===== src/rtl/clk_step_ctrl_pkg.sv =====
// Shared definitions for the run/step/halt clock-enable sequencer.
// State encodings double as the LED/display code driven on the state port.
package clk_step_ctrl_pkg;

  typedef enum logic [1:0] {
    ST_HALT  = 2'd0,
    ST_RUN   = 2'd1,
    ST_BURST = 2'd2
  } state_t;

  localparam int DEB_CYCLES_DEF = 16;

endpackage


===== src/rtl/btn_debounce.sv =====
// Button conditioner: two-flop synchroniser, stability counter and a one-cycle
// pulse on each debounced rising edge. Reusable for any board push-button.
module btn_debounce
  import clk_step_ctrl_pkg::*;
#(
  parameter int DEB_CYCLES = DEB_CYCLES_DEF
) (
  input  logic clk,
  input  logic reset,
  input  logic btn,
  output logic rise
);

  localparam int CNT_W = $clog2(DEB_CYCLES + 1);

  logic             sync0_reg;
  logic             sync1_reg;
  logic             level_reg;
  logic [CNT_W-1:0] stable_cnt_reg;

  always_ff @(posedge clk) begin
    if (reset) begin
      sync0_reg      <= 1'b0;
      sync1_reg      <= 1'b0;
      level_reg      <= 1'b0;
      stable_cnt_reg <= '0;
      rise           <= 1'b0;
    end else begin
      sync0_reg <= btn;
      sync1_reg <= sync0_reg;
      rise      <= 1'b0;
      // Count consecutive samples that disagree with the current level; any
      // agreeing sample (a bounce back) restarts the count.
      if (sync1_reg == level_reg) begin
        stable_cnt_reg <= '0;
      end else if (stable_cnt_reg == CNT_W'(DEB_CYCLES - 1)) begin
        level_reg      <= sync1_reg;
        stable_cnt_reg <= '0;
        rise           <= sync1_reg;
      end else begin
        stable_cnt_reg <= stable_cnt_reg + CNT_W'(1);
      end
    end
  end

endmodule


===== src/rtl/clk_step_ctrl.sv =====
// Run/step/halt sequencer: turns the free-running board clock into a one-cycle
// cpu_ce pulse train for free-run, N-step bursts and breakpoint halts.
module clk_step_ctrl
  import clk_step_ctrl_pkg::*;
#(
  parameter int DEB_CYCLES = DEB_CYCLES_DEF,
  parameter int DIV_W      = 32,
  parameter int BURST_W    = 16
) (
  input  logic               clk,
  input  logic               reset,
  input  logic               run_mode,
  input  logic               step_btn,
  input  logic               halt_req,
  input  logic [DIV_W-1:0]   div,
  input  logic [BURST_W-1:0] burst_n,
  output logic               cpu_ce,
  output logic [1:0]         state,
  output logic [31:0]        cycle_cnt,
  output logic               run_blocked
);

  state_t             state_reg;
  logic [DIV_W-1:0]   div_cnt_reg;
  logic [BURST_W-1:0] remaining_reg;
  logic               step_evt;
  logic               tick;

  btn_debounce #(.DEB_CYCLES(DEB_CYCLES)) u_step_deb (
    .clk   (clk),
    .reset (reset),
    .btn   (step_btn),
    .rise  (step_evt)
  );

  // div is compared live; a shrinking div lets the counter run on to wrap.
  assign tick  = (state_reg != ST_HALT) && (div_cnt_reg == div);
  assign state = state_reg;

  always_ff @(posedge clk) begin
    if (reset) begin
      state_reg     <= ST_HALT;
      cpu_ce        <= 1'b0;
      cycle_cnt     <= '0;
      run_blocked   <= 1'b0;
      div_cnt_reg   <= '0;
      remaining_reg <= '0;
    end else begin
      cpu_ce <= tick;
      if (cpu_ce)
        cycle_cnt <= cycle_cnt + 32'd1;
      div_cnt_reg <= tick ? '0 : div_cnt_reg + DIV_W'(1);

      case (state_reg)
        ST_HALT: begin
          div_cnt_reg <= '0;
          if (!run_mode)
            run_blocked <= 1'b0;
          if (run_mode && !run_blocked) begin
            state_reg <= ST_RUN;
          end else if (step_evt && !run_mode) begin
            state_reg     <= ST_BURST;
            remaining_reg <= (burst_n == '0) ? BURST_W'(1) : burst_n;
          end
        end
        ST_RUN: begin
          // A tick coinciding with halt_req still yields its cpu_ce above.
          if (halt_req) begin
            state_reg   <= ST_HALT;
            run_blocked <= 1'b1;
            div_cnt_reg <= '0;
          end else if (!run_mode) begin
            state_reg   <= ST_HALT;
            div_cnt_reg <= '0;
          end
        end
        ST_BURST: begin
          if (tick) begin
            remaining_reg <= remaining_reg - BURST_W'(1);
            if (remaining_reg == BURST_W'(1)) begin
              state_reg   <= ST_HALT;
              div_cnt_reg <= '0;
            end
          end
        end
        default: begin
          state_reg   <= ST_HALT;
          div_cnt_reg <= '0;
        end
      endcase
    end
  end

endmodule


===== config.mk =====
export PLATFORM = sky130hd
export DESIGN_NAME = clk_step_ctrl
export DESIGN_NICKNAME = d
export VERILOG_FILES = /design/src/rtl/clk_step_ctrl_pkg.sv /design/src/rtl/btn_debounce.sv /design/src/rtl/clk_step_ctrl.sv
export SDC_FILE = /design/constraint.sdc
export NUM_CORES = 1
export LEC_CHECK = 0
export ABC_AREA = 1
export CAP_MARGIN = 5
export CORE_MARGIN = 5
export CORE_UTILIZATION = 30
export CTS_CLUSTER_DIAMETER = 30
export DETAILED_ROUTE_END_ITERATION = 12
export PLACE_DENSITY = 0.51
export SYNTH_ARGS = -nofsm -noshare
export SYNTH_HDL_FRONTEND = slang
export SYNTH_HIERARCHICAL = 1
export SYNTH_SLANG_ARGS = --single-unit
export TNS_END_PERCENT = 5

===== constraint.sdc =====
create_clock -name clk -period 4 [get_ports clk]
set_clock_uncertainty 0.05 [all_clocks]
set_input_delay 0.4 -clock clk [delete_from_list [all_inputs] [get_ports clk]]
set_output_delay 0.4 -clock clk [all_outputs]
set_load 0.01 [all_outputs]

Word level (Yosys, flattened, before mapping)
Index checks and enable logic that the tools add are counted.

Register bits: 93. Output and inout bits: 36. Input bits: 53. Logic and storage cells: 68.

Mux-type cells: 21. Add/sub/neg operators: 4. Reduce and logical (&&, ||, !) cells: 16. Bitwise logic cells: 2. Eq/ne operators: 14.

Operators by type and width (count): $mux W32 (5); $add A32 B1 Y32 const B (2); $mux W16 (4); $pmux W32 S2 (1); $eq A32 B32 Y1 (1); $pmux W16 S2 (1); $eq A16 B1 Y1 const B (1); $logic_not A16 Y1 (1); $sub A16 B1 Y16 const B (1); $mux W2 (6); $ne A2 B2 Y1 const B (6); $reduce_and A4 Y1 (2); $ne A3 B3 Y1 const B (2); $pmux W2 S3 (1); $reduce_bool A2 Y1 (3); $reduce_or A3 Y1 (2); $add A5 B1 Y5 const B (1); $eq A5 B4 Y1 const B (1); $logic_and A1 B1 Y1 (3); $reduce_and A3 Y1 (1); $eq A2 B1 Y1 const B (1); $eq A2 B2 Y1 const B (1); $logic_not A1 Y1 (2); $logic_not A2 Y1 (1); 5 further kinds (7).

Logic depth before layout (Yosys ltp)
Gate-level depths: netlist of run 1.

Depth in word-level cells: 6. Depth in mapped cells: 14. Depth with buffers taken out: 14.

By module
The synthesis of run 1 kept the hierarchy.

Modules (own cells, without submodules): clk_step_ctrl (times used 1, seq. area each 1681.6 µm², cells an instance 806, area each 5144.9 µm²); btn_debounce (times used 1, seq. area each 180.2 µm², cells an instance 42, area each 341.6 µm²).

Worst setup path after synthesis of run 1
No wires, ideal clock.

Kind: register to register. Start: register cycle_cnt[1]. End: register cycle_cnt[20]. Required time: 3.833 ns. Path slack: 2.229 ns. Clock period less this slack: 1.771 ns. Path buffers: 0. Cell stages (with the launch flop): 11. Library setup time: 0.117 ns. Arrival: 1.604 ns. Cells stage by stage: dfxtp_1 ha_1 nand2_1 nor2_2 inv_2 nor3_4 nand3_2 nor2_4 nand3_2 o21ai_0 nor2_1.

Word-level cells in the longest chain between the ends: 1.

Ends and longest elaborated chain: from (decl) (RTL line clk_step_ctrl.sv:19) `output logic [31:0] cycle_cnt,`; from (signal assigned) (RTL line clk_step_ctrl.sv:51) `cycle_cnt <= cycle_cnt + 32'd1;`; $add A32 B1 Y32 (RTL line clk_step_ctrl.sv:51).

Every way passes these cells. A chain may end at the register's enable or synchronous reset.

Worst setup path in the final report of run 1
Start: register state_reg[1] (netlist: state[1]). End: register remaining_reg[15].

Word-level cells in the longest chain between the ends: 4. Elaborated cells on any way between the ends: 10. Classes of those cells: 4 x eq/ne; 1 x mux; 5 x reduce/logical.

Ends and longest elaborated chain: from (decl) (RTL line clk_step_ctrl.sv:23) `state_t state_reg;`; from (signal assigned) (RTL line clk_step_ctrl.sv:42) `state_reg <= ST_HALT;`; from (signal assigned) (RTL line clk_step_ctrl.sv:60) `state_reg <= ST_RUN;`; from (signal assigned) (RTL line clk_step_ctrl.sv:62) `state_reg <= ST_BURST;`; $reduce_bool A2 Y1 (RTL line clk_step_ctrl.sv:37) `assign tick = (state_reg != ST_HALT) && (div_cnt_reg == div);`; $logic_and A1 B1 Y1 (RTL line clk_step_ctrl.sv:37); $ne A2 B2 Y1 (no line); $reduce_and A4 Y1 (no line); to (signal assigned) (RTL line clk_step_ctrl.sv:63) `remaining_reg <= (burst_n == '0) ? BURST_W'(1) : burst_n;`; to (signal assigned) (RTL line clk_step_ctrl.sv:79) `remaining_reg <= remaining_reg - BURST_W'(1);`; to (decl) (RTL line clk_step_ctrl.sv:25) `logic [BURST_W-1:0] remaining_reg;`.

Parallel ways exist; a longest one is shown, timed or not.

==> impl_metrics.tcl, run 1 <==
set metrics [dict create \
    worstPathMaxFanout 26 \
    yosys-top-cells-area "dfxtp_1 (34%), nand2_1 (13%), nor2_1 (11%), inv_1 (7.8%), xor2_1 (5.7%)" \
    yosys_most_used_dff "dfxtp_1" \
    io_pins 89 \
    p_comb_frac 0.286 \
    synth_cell_type_count 39 \
    p_sw_frac 0.3205 \
    initial_core_util 0.3054 \
    clkPwrFrac 0.342 \
    seqPwrFrac 0.372 \
    cpMostUsedCell "nand2_1" \
    grt-ovfl-total 0 \
    required_ns 4.23 \
    slew_headroom 0.6760 \
    drc 0 \
    vias_per_cell 4.550 \
    finalHoldViolCount 0 \
    layout-drive-gt1-share 0.04894 \
    clock.fmax_mhz 473.1 \
    grt_pass1_vias 5198 \
    worst_ep_arrival_time_ns 2.35 \
    critPathCaptureType "register" \
    synth_commonest_cells "nand2_1 (187), nor2_1 (159), inv_1 (114)" \
    die_h_um 145.2 \
    final.min_clock_period_ns 2.114 \
    die_area_um2 21090 \
    diodes 0 \
    wl_per_cell_um 12.82 \
    port_buffers 88 \
    hp-class "reg2reg" \
    clock_sink_count 93 \
    start_kind "register" \
    clk_latency_ns 0.35 \
    syn2layout_area_growth_pct 26.52 \
    ys_async_sr_fraction 0 \
    synth_nets 910 \
    post-route-period-util 0.5284 \
    synth_most_common_cell "nand2_1" \
    setup_tns_ns 0 \
    drv_cap 0 \
    grt_usage 0.1440 \
    p_switching_mw 0.8825 \
    critical_path.top_delay_family "simple AND/OR/NAND/NOR gates" \
    post-dp-hpwl_um 11310 \
    synth_area_leader_cell "dfxtp_1" \
    post_cts_buffers 0 \
    antenna_found_initial 0 \
    wirelength_um 14990 \
    cts_tree "built" \
    p_leak_nw 2.668 \
    slew_violations 0 \
    syn-mean-instance-area_um2 6.470 \
    stdcell_area_um2 6942 \
    crit_chain "inv_1, ha_1, a21oi_1, nand2_1, nor2_1, nand2_1, nor2_1, nand3_2, nand2_4, nand2_2, nand2_1, nand2_1, nor2_1" \
    cp_slowest_cell "dfxtp_1" \
    cpPeakStageDelay_ns 0.39 \
    synth_edf_count 0 \
    holdBufCountCts 0 \
    dr.pass1.iters 4 \
    synthCells 848 \
    vias 5319 \
    status "finished, final reports clean" \
    peakVddDrop_mv 0.2049 \
    layout.nets 998 \
    htreeDepth 3 \
    syn_area_um2 5487 \
    p_int_mw 1.871 \
    ys_seq_elements 93 \
    rsz0062_at_grt "false" \
    grt_max_degree 36 \
    rows 49 \
    ys.warnings.count 6 \
    synth-seq-area-share 0.3393 \
    core_um2 17960 \
    cts_resized 0 \
    first_iter_violations 293 \
    clkTransAtPathRegs_ns 0.06 \
    worst_pin_slew_ns 0.4855 \
    clockBufferDepth 2 \
    placed_cells 1154 \
    cts-root-buf "clkbuf_16" \
    instances_no_fill 1169 \
    dieWidth_um 145.2 \
    gp_congestion 0.8585 \
    grt_pass1_wl_um 25310 \
    cp_num_buf_inv 1 \
    placed_cell_area_um2 6616 \
    numCtsBuffers 9 \
    setup_viol 0 \
    synth.top_cell.area_share 0.3393 \
    crit_type "reg2reg" \
    power.density_nw_per_um2 396.6 \
    ant_nets 0 \
]
-- cell type report --
cell class | count | area, µm²
fill | 1925 | 11020
clock buffer | 12 | 256.5
sequential | 93 | 1862
tap | 229 | 286.5
timing repair buffer | 93 | 918.4
clock inverter | 3 | 68.82
inverter | 118 | 444.2
multi-input combinational | 621 | 3105
-- power groups by stage --
stage / combinational (mW) / clock, mW / sequential (mW)
global placement: 0.784 / 0 / 1.05
floorplan: 0.588 / 0 / 1.03
detailed placement: 0.786 / 0 / 1.04
finish: 0.788 / 0.941 / 1.02
global route: 0.895 / 1.02 / 1.03
CTS: 0.788 / 0.983 / 1.02
-- tightest hold or removal path, cell delays in order, from the launching register on --
cell and delay [ns]:
dfxtp_1 0.30, inv_1 0.04, nor2_1 0.03
-- through the flow --
stage	power (mW)	util	hold WS, ns	setup WS, ns
after floorplan	1.623	-	0.3383	2.229
after global placement	1.829	0.3683	0.3450	1.620
after detailed placement	1.831	0.3683	0.3461	1.598
after CTS	2.796	0.3864	0.3556	1.815
after global routing	2.943	0.3864	0.3646	1.590
final	2.753	0.3864	0.3525	1.886
-- cell usage in the layout, fill, tap and decap left out, types with 6 or more instances in the layout --
| cell type | n |
|---|---|
| nand3_1 | 47 |
| xnor2_1 | 17 |
| nand4_1 | 24 |
| clkbuf_16 | 9 |
| dfxtp_1 | 93 |
| inv_1 | 114 |
| nor2_1 | 159 |
| nand2_1 | 187 |
| a21oi_1 | 34 |
| nor3_2 | 6 |
| o21ai_0 | 28 |
| nor3_1 | 35 |
| xor2_1 | 36 |
| ha_1 | 9 |
| clkdlybuf4s50_1 | 88 |
-- per-layer routing --
metal  GRT usage  vias to the layer above  share of wire
met3     0.04054                       20          0.047
li1            -                     2872              -
met4     0.04664                        0          0.016
met5           0                        -              0
met1      0.1837                     2329           0.48
met2      0.2355                       98           0.46
-- cell families (layout without fill, tap and decap cells) --
| kind of cell | Yosys count | after routing | synth area share |
|---|---|---|---|
| and+or+nand+nor | 482 | 482 | 0.3845 |
| buffers and inverters | 134 | 226 | 0.09464 |
| DFF | 93 | 93 | 0.3393 |
| AOI/OAI and AO/OA | 76 | 76 | 0.07457 |
| xor gates and xnor gates | 53 | 53 | 0.08461 |
| adders and majority gates | 9 | 9 | 0.02052 |
| muxes | 1 | 1 | 0.001824 |
-- worst paths after layout --
check | startpoint | end | slack, ns | cells past startpoint
worst max-delay path | state[1]$_SDFFE_PP0P_ | remaining_reg[15]$_SDFFE_PP0P_ | 1.89 | 13
worst min register to register | u_step_deb/sync0_reg$_SDFF_PP0_ | u_step_deb/sync1_reg$_SDFF_PP0_ | 0.35 | 2
worst min-delay path | u_step_deb/sync0_reg$_SDFF_PP0_ | u_step_deb/sync1_reg$_SDFF_PP0_ | 0.35 | 2
worst max register to register | state[1]$_SDFFE_PP0P_ | remaining_reg[15]$_SDFFE_PP0P_ | 1.89 | 13
Note: power is estimated with default switching activity, not from simulation.
==> run 2: changes to the inputs <==
Clock period 4 ns to 2.05 ns, I/O delays scaled along.
==> impl_metrics.tcl, run 2 (synthesis results as in run 1) <==
set metrics [dict create \
    dieWidth_um 145.2 \
    post_cts_buffers 0 \
    cts_tree "built" \
    setup_viol 0 \
    grt-ovfl-total 0 \
    drv_cap 0 \
    dr.pass1.iters 4 \
    clkTransAtPathRegs_ns 0.07 \
    ant_nets 0 \
    grt_pass1_wl_um 25390 \
    p_leak_nw 2.813 \
    clockBufferDepth 2 \
    grt_usage 0.1447 \
    core_um2 17960 \
    seqCellArea_um2 1863 \
    multi_input_area_um2 3147 \
    final_core_util 0.3990 \
    p_switching_mw 1.778 \
    htreeDepth 3 \
    diodes 0 \
    p_sw_frac 0.3340 \
    critPathCaptureType "register" \
    rows 49 \
    min_path_cells 3 \
    vias_per_cell 4.505 \
    gp_congestion 0.8575 \
    timing.rr.end "div_cnt_reg[28]$_SDFF_PP0_" \
    slew_violations 0 \
    numCtsBuffers 9 \
    vias 5379 \
    post-route-period-util 0.8996 \
    first_iter_violations 279 \
    syn2layout_area_growth_pct 30.65 \
    status "finished, final reports clean" \
    cts-root-buf "clkbuf_16" \
    start_kind "register" \
    worst_pin_slew_ns 0.4596 \
    required_ns 2.24 \
    crit_type "reg2reg" \
    final_common_cell "nand2_1" \
    grt_max_degree 33 \
    io_pins 89 \
    worstPathMaxFanout 5 \
    die_area_um2 21090 \
    worst_ep_arrival_time_ns 2.03 \
    clkPwrFrac 0.316 \
    grt_pass1_vias 5285 \
    die_h_um 145.2 \
    antenna_found_initial 0 \
    placed_cell_area_um2 6834 \
    clock.fmax_mhz 542.2 \
    initial_core_util 0.3054 \
    power.density_nw_per_um2 742.9 \
    peakVddDrop_mv 0.4076 \
    fillers 1935 \
    p_int_mw 3.546 \
    hp-start "step_btn" \
    wirelength_um 15270 \
    holdPathEnd "u_step_deb/sync0_reg$_SDFF_PP0_" \
    post-dp-hpwl_um 11710 \
    p_comb_frac 0.309 \
    wl_per_cell_um 12.79 \
    mostFrequentLayoutCells "nand2_1 (187), nor2_1 (158), inv_1 (114), dfxtp_1 (92), clkdlybuf4s50_1 (88)" \
    rr_worst_depth 10 \
    stdcell_area_um2 7168 \
    layout.nets 1022 \
    port_buffers 88 \
    rsz0062_at_grt "true" \
    clock_sink_count 93 \
    hp-class "in2reg" \
    layout-drive-gt1-share 0.07979 \
    drc 0 \
    r2r_setup_slack_ns 0.21 \
    final.min_clock_period_ns 1.844 \
    finalHoldViolCount 0 \
    slew_headroom 0.6919 \
    reg2reg_from "div_cnt_reg[0]$_SDFF_PP0_" \
    clk_latency_ns 0.35 \
    seqPwrFrac 0.375 \
]
-- run 2: metrics by stage --
stage / total power, mW / std cells / setup TNS, ns / hold WS, ns / setup slack [ns]
after floorplan: 3.166 / 848 / 0 / 0.2241 / 0.2789
after global placement: 3.685 / 1178 / 0 / 0.3430 / 0.001405
after detailed placement: 3.678 / 1178 / 0 / 0.3530 / 0.009972
after CTS: 5.392 / 1194 / 0 / 0.3151 / 0.1531
after global routing: 5.693 / 1194 / -0.01025 / 0.3290 / -0.01025
final: 5.325 / 1194 / 0 / 0.3210 / 0.2058
-- run 2: metal layers --
| layer | track usage | wire length [µm] | share of wire | vias to the layer above |
|---|---|---|---|---|
| met3 | 0.02838 | 573 | 0.038 | 24 |
| met5 | 0 | 0 | 0 | - |
| met4 | 0.05924 | 375 | 0.025 | 0 |
| met1 | 0.1948 | 7824 | 0.51 | 2342 |
| li1 | - | - | - | 2915 |
| met2 | 0.2274 | 6501 | 0.43 | 98 |
-- run 2: final cells by class --
| class | instances | area share |
|---|---|---|
| clock inverters | 7 | 0.009251 |
| repair buffers | 117 | 0.1585 |
| well taps | 229 | 0.03997 |
| flip-flops and latches | 93 | 0.2599 |
| clock buffers | 9 | 0.03142 |
| inverters | 118 | 0.06197 |
| multi-input cells | 621 | 0.4390 |
-- run 2: power groups by stage --
stage	logic, mW	clock network [mW]	registers [mW]
finish	1.65	1.68	2.00
global route	1.88	1.80	2.01
CTS	1.65	1.74	2.00
detailed placement	1.64	0	2.03
global placement	1.65	0	2.04
floorplan	1.15	0	2.02
-- run 2: how the worst max path moves through the flow --
| stage | start | end |
|---|---|---|
| global route | div_cnt_reg[2]$_SDFF_PP0_ | div_cnt_reg[21]$_SDFF_PP0_ |
| global placement | div[17] | remaining_reg[13]$_SDFFE_PP0P_ |
| detailed placement | div[17] | remaining_reg[11]$_SDFFE_PP0P_ |
| finish | div_cnt_reg[0]$_SDFF_PP0_ | div_cnt_reg[28]$_SDFF_PP0_ |
| CTS | state[0]$_SDFFE_PP0P_ | remaining_reg[11]$_SDFFE_PP0P_ |
| floorplan | cycle_cnt[1]$_SDFFE_PP0P_ | cycle_cnt[20]$_SDFFE_PP0P_ |
-- run 2: critical path: stages, from the launching register on --
cell and delay (ns):
dfxtp_1 0.39, ha_1 0.19, nand2_1 0.08, nor2_2 0.15, nand4_1 0.14, nor2_2 0.15
inv_2 0.10, nor2_2 0.13, nand4_1 0.14, xor2_1 0.17, nor2_1 0.05
-- run 2: what timing repair did --
item / 4_1_cts / 5_1_grt
gates resized for setup: 0 / 9
hold buffers: 0 / 0
setup endpoints to repair: 0 / 28
